$ cat src/rtl/scale_sequencer.sv
// scale_sequencer: iterative power-of-two scaler that closes the loop around
// an external combinational x2 / /2 stage. A job captures a signed operand,
// a direction and a step count, then runs one stage step per clock with
// saturation to N bits after every step. The final value is presented with a
// one-cycle done pulse and a sticky overflow flag.

module scale_sequencer #(
  parameter int N  = 4,  // operand/result width, must match the stage
  parameter int CW = 3   // step-count width
) (
  input  logic          clk_i,
  input  logic          reset_i,      // synchronous, active-high
  input  logic          start_i,
  input  logic [N-1:0]  operand_i,
  input  logic          dir_i,        // 0 = divide by 2, 1 = multiply by 2
  input  logic [CW-1:0] count_i,
  output logic [N-1:0]  stage_a_o,
  output logic          stage_sel_o,
  input  logic [N+1:0]  stage_ans_i,
  output logic          busy_o,
  output logic          done_o,
  output logic [N-1:0]  result_o,
  output logic          ovf_o
);

  typedef enum logic [1:0] {
    ST_IDLE = 2'd0,
    ST_RUN  = 2'd1,
    ST_DONE = 2'd2
  } state_t;

  // Saturation rails expressed at the stage's N+2-bit width.
  localparam logic signed [N+1:0] SAT_MAX = {3'b000, {(N-1){1'b1}}};
  localparam logic signed [N+1:0] SAT_MIN = {3'b111, {(N-1){1'b0}}};
  localparam logic [CW-1:0]       REM_ONE = {{(CW-1){1'b0}}, 1'b1};
  localparam logic [CW-1:0]       REM_ZERO = {CW{1'b0}};

  // Clamp an N+2-bit stage result into the signed N-bit range.
  function automatic logic [N-1:0] sat_fn(input logic signed [N+1:0] x);
    if (x > SAT_MAX) begin
      sat_fn = SAT_MAX[N-1:0];
    end else if (x < SAT_MIN) begin
      sat_fn = SAT_MIN[N-1:0];
    end else begin
      sat_fn = x[N-1:0];
    end
  endfunction

  // True when the stage result lies outside the signed N-bit range.
  function automatic logic oor_fn(input logic signed [N+1:0] x);
    oor_fn = (x > SAT_MAX) || (x < SAT_MIN);
  endfunction

  state_t        state_q, state_d;
  logic [N-1:0]  val_q,   val_d;
  logic          dir_q,   dir_d;
  logic [CW-1:0] rem_q,   rem_d;
  logic          ovf_q,   ovf_d;
  logic          busy_q,  busy_d;
  logic          done_q,  done_d;

  logic signed [N+1:0] ans_s;

  assign ans_s = $signed(stage_ans_i);

  // Next-state and datapath update for the IDLE/RUN/DONE sequencer.
  always_comb begin
    state_d = state_q;
    val_d   = val_q;
    dir_d   = dir_q;
    rem_d   = rem_q;
    ovf_d   = ovf_q;

    case (state_q)
      ST_IDLE: begin
        if (start_i) begin
          val_d = operand_i;
          dir_d = dir_i;
          rem_d = count_i;
          ovf_d = 1'b0;
          if (count_i != REM_ZERO) begin
            state_d = ST_RUN;
          end else begin
            state_d = ST_DONE;
          end
        end else begin
          // Hold: result and ovf keep the previous job's values.
          state_d = ST_IDLE;
        end
      end

      ST_RUN: begin
        // The stage sees val_q/dir_q this cycle; its answer is fed back.
        val_d = sat_fn(ans_s);
        rem_d = rem_q - REM_ONE;
        ovf_d = ovf_q | oor_fn(ans_s);
        if (rem_q == REM_ONE) begin
          state_d = ST_DONE;
        end else begin
          state_d = ST_RUN;
        end
      end

      ST_DONE: begin
        // start is deliberately not looked at here.
        state_d = ST_IDLE;
      end

      default: begin
        state_d = ST_IDLE;
      end
    endcase

    // Status flags are registered off the next state so they line up
    // exactly with the state they describe.
    busy_d = (state_d != ST_IDLE);
    done_d = (state_d == ST_DONE);
  end

  // State, datapath and status registers with synchronous reset priority.
  always_ff @(posedge clk_i) begin
    if (reset_i) begin
      state_q <= ST_IDLE;
      val_q   <= {N{1'b0}};
      dir_q   <= 1'b0;
      rem_q   <= REM_ZERO;
      ovf_q   <= 1'b0;
      busy_q  <= 1'b0;
      done_q  <= 1'b0;
    end else begin
      state_q <= state_d;
      val_q   <= val_d;
      dir_q   <= dir_d;
      rem_q   <= rem_d;
      ovf_q   <= ovf_d;
      busy_q  <= busy_d;
      done_q  <= done_d;
    end
  end

  assign stage_a_o   = val_q;
  assign stage_sel_o = dir_q;
  assign result_o    = val_q;
  assign ovf_o       = ovf_q;
  assign busy_o      = busy_q;
  assign done_o      = done_q;

  scale_sequencer_chk u_chk (
    .clk_i   (clk_i),
    .reset_i (reset_i),
    .busy_i  (busy_q),
    .done_i  (done_q)
  );

endmodule

// Protocol properties of the sequencer's status outputs.
module scale_sequencer_chk (
  input logic clk_i,
  input logic reset_i,
  input logic busy_i,
  input logic done_i
);

  // done is only ever seen while the block reports busy.
  a_done_busy : assert property (@(posedge clk_i) disable iff (reset_i)
    done_i |-> busy_i);

  // done is a single-cycle pulse.
  a_done_pulse : assert property (@(posedge clk_i) disable iff (reset_i)
    done_i |=> !done_i);

endmodule

$ cat config.mk
export PLATFORM = sky130hd
export DESIGN_NAME = scale_sequencer
export DESIGN_NICKNAME = d
export VERILOG_FILES = /design/src/rtl/scale_sequencer.sv
export SDC_FILE = /design/constraint.sdc
export NUM_CORES = 1
export LEC_CHECK = 0
export CAP_MARGIN = 25
export CELL_PAD_IN_SITES_DETAIL_PLACEMENT = 0
export CELL_PAD_IN_SITES_GLOBAL_PLACEMENT = 1
export CORE_UTILIZATION = 26
export CTS_CLUSTER_SIZE = 12
export DETAILED_ROUTE_END_ITERATION = 16
export GPL_ROUTABILITY_DRIVEN = 0
export PLACE_DENSITY_LB_ADDON = 0.3
export SLEW_MARGIN = 20
export SYNTH_ARGS = -nofsm -noshare
export SYNTH_HDL_FRONTEND = slang
export SYNTH_SLANG_ARGS = --single-unit
$ cat constraint.sdc
create_clock -name clk_i -period 1.09 [get_ports clk_i]
set_input_delay 0.218 -clock clk_i [delete_from_list [all_inputs] [get_ports clk_i]]
set_output_delay 0.218 -clock clk_i [all_outputs]
set_load 0.03 [all_outputs]
==> flow_summary.yaml <==
timing:
  postLayoutSetupSlackWorst_ns: -0.0487
  finalCriticalPeriod_ns: 1.14
  fin_skew_ns: 0.00124
  grt_setup_unrepaired: "yes"
  pins_over_their_slew_limit: 0
  hold_viol_final: 0
  worst_case_hold_slack_ns: 0.451
  worst_margin_pin_slew_ns: 0.275
  finalSetupViolations: 6
  fmax_mhz: 878
  max-slew-margin-rel_pct: 81.7
  layout_worst_path_cycle_share_pct: 104
detailed_routing:
  drt-vias-per-instance: 4.77
  drtPass1Iterations: 3
  drt_wl_total_mm: 1.91
  vias: 716
  drt.antenna.violating_nets: 0
  wl_per_cell_um: 12.7
  route.detailed.drc: 0
  drt_iter0_drc: 8
layout:
  post_layout_nonfiller_instances: 150
  layout.area.seq_um2: 264
  filler_cell_count: 263
  num_antenna_cells: 0
  fraction_of_final_layout_cells_sized_beyond_drive_strength_1_pct: 40.8
  synthToLayoutAreaGrowth_pct: 61.5
  multi_input_comb_area_um2: 417
  final_nets: 140
synthesis:
  post_synth_mux_area_share_pct: 1.43
  synthesis.nets: 102
  largest_family_of_logic_cells_by_synthesized_area: "compound AO/OA/AOI/OAI gates"
  yosys_register_bits: 13
  synth_cells: 83
  xor_xnor_cell_area_share_of_the_yosys_netlist_pct: 0
  synth.yosys.seq_area_share_pct: 37.2
  synth_enable_flop_cells: 0
  post_synthesis_share_of_cell_area_spent_on_full_adders_half_adders_and_majority_gates_pct: 3.58
  async_s_r_ff_share_synth_pct: 0
  synthSimpleGateAreaFrac_pct: 21.8
  post_synth_num_cell_types: 30
  synth.yosys.warnings: 0
  synth-compound-area-share_pct: 23.8
  synth_area_per_cell_um2: 8.43
  synthesis.area_um2: 699
  dominantRegCellSynth: "sky130_fd_sc_hd__dfxtp_1"
placement:
  dp.cells: 145
  dpl_worst_slack_ns: -0.515
  numPortBuffers: 28
  dpl.hpwl_mm: 1.42
die:
  die-area_um2: 2900
  io_pins: 29
  initial_core_util_pct: 28.0
  die_y_extent_um: 53.9
  rows: 18
  area_inside_the_core_boundary_um2: 2500
  die_width_um: 53.9
worst_setup_path:
  critical_path.startpoint_type: "register"
  critical_path_arrival_ns: 1.31
  critPathMaxFanout: 6
  timing.critical_path.required_ns: 1.26
  timing_worst_setup_path_type: "register to register"
  cp-end-kind: "register"
global_routing:
  first_pass_grt_wire_length_mm: 3.03
  grt_pass1_vias: 678
  maximum_number_of_pins_on_one_net_before_global_route_repair: 10
  initial_antenna_violation_count: 0
  grt_overflow: 0
  grt_util_all_layers_pct: 15.0
pwr:
  power_leakage_nw: 0.484
  power_density_nw_per_um2: 1230
  ir_drop_mv: 0.712
cts:
  numCtsBuffers: 3
  cts_root_buffer: "sky130_fd_sc_hd__clkbuf_4"
  clock_sinks: 13
  tritoncts: "done"
  cts.path.max_buffers: 2
  worst_setup_hold_path_clk_slew_ns: 0.08
  postCtsHoldBufs: 0
  cts_max_level: 1
  clock_insertion_delay_worst_skew_ns: 0.28
min_path:
  worst_hold_path_type: "register to register"
job:
  drv_cap: 0
status:
  status: "finished with violations"
  failed_checks: "setup timing"
==> logic make-up (layout without fill, tap and decap cells) <==
| kind of cell | after synthesis | in the layout |
|---|---|---|
| buffers and inverters | 16 | 53 |
| AOI/OAI and AO/OA | 23 | 23 |
| and+or+nand+nor | 28 | 28 |
| adders and majority gates | 2 | 2 |
| DFF | 13 | 13 |
| muxes | 1 | 1 |
==> critical path: stages, from the launching register on <==
cell                      delay, ns
sky130_fd_sc_hd__dfxtp_1       0.32
sky130_fd_sc_hd__buf_4         0.15
sky130_fd_sc_hd__or3b_4        0.41
sky130_fd_sc_hd__o22ai_2       0.10
sky130_fd_sc_hd__nor4_1        0.06
==> flip-flops by register name (all words and copies together), names as in the netlist <==
| signal | cells |
|---|---|
| busy_o | 1 |
| stage_sel_o | 1 |
| result_o | 4 |
| rem_q | 3 |
| done_o | 1 |
| ovf_o | 1 |
| state_q | 2 |
==> cell usage after synthesis (3+ instances only) <==
| master | count | area share (%) |
|---|---|---|
| sky130_fd_sc_hd__dfxtp_1 | 13 | 37 |
| sky130_fd_sc_hd__inv_1 | 7 | 3.8 |
| sky130_fd_sc_hd__nor4_1 | 4 | 3.6 |
| sky130_fd_sc_hd__nor3_1 | 4 | 2.9 |
| sky130_fd_sc_hd__buf_4 | 4 | 4.3 |
| sky130_fd_sc_hd__o21ba_2 | 4 | 5.7 |
| sky130_fd_sc_hd__a21oi_1 | 7 | 5.0 |
| sky130_fd_sc_hd__o22ai_1 | 3 | 2.7 |
| sky130_fd_sc_hd__o21ai_0 | 3 | 2.1 |
| sky130_fd_sc_hd__nor2_1 | 9 | 4.8 |
==> worst paths after layout <==
kind	depth (start not counted)	slack (ns)	startpoint	end
max	4	-0.05	state_q[1]	result_o[0]
min	2	0.45	ovf_o	ovf_o
max reg2reg	4	-0.05	state_q[1]	result_o[0]
min reg2reg	2	0.45	ovf_o	ovf_o
==> power by group <==
part / total [mW] / internal [mW] / switching [mW]
combinational: 0.528 / 0.262 / 0.266
clock: 0.298 / 0.142 / 0.156
sequential: 0.561 / 0.526 / 0.0347
==> metrics by stage <==
| step | setup TNS [ns] | power (mW) | cell area (um^2) | util, % |
|---|---|---|---|---|
| global placement | -4.72 | 1.05 | 1050 | 41.9 |
| floorplan | -0.157 | 0.866 | 722 | - |
| CTS | -0.220 | 1.40 | 1120 | 44.8 |
| finish | -0.179 | 1.39 | 1130 | 45.2 |
| global route | -0.619 | 1.48 | 1130 | 45.2 |
| detailed placement | -4.85 | 1.06 | 1050 | 41.9 |
==> metal layers <==
metal  GRT usage, %  part of all wire, %
met5              0                    0
met4           2.63                    0
met1           17.7                   46
met3           5.08                  6.1
met2           26.3                   48
==> placed cells by master, fill, tap and decap left out, types with 4 or more instances in the layout <==
| cell | Yosys | routed |
|---|---|---|
| sky130_fd_sc_hd__nor2_1 | 9 | 9 |
| sky130_fd_sc_hd__buf_4 | 4 | 25 |
| sky130_fd_sc_hd__inv_1 | 7 | 5 |
| sky130_fd_sc_hd__a21oi_1 | 7 | 7 |
| sky130_fd_sc_hd__nor4_1 | 4 | 4 |
| sky130_fd_sc_hd__clkdlybuf4s50_1 | 0 | 13 |
| sky130_fd_sc_hd__dfxtp_1 | 13 | 10 |
==> what timing repair did <==
item                                    CTS  global route
endpoints found under the setup margin    8            11
pin swaps                                 8             2
setup buffers                             1             0
gates resized for setup                  12             3
==> area by class of cell <==
type | instances | share of cell area (%)
multi-input combinational | 54 | 36.9
timing repair buffer | 42 | 31.8
sequential | 13 | 23.4
tap | 30 | 3.32
clock buffer | 4 | 2.33
inverter | 7 | 2.33
(Power assumes the default switching activity.)
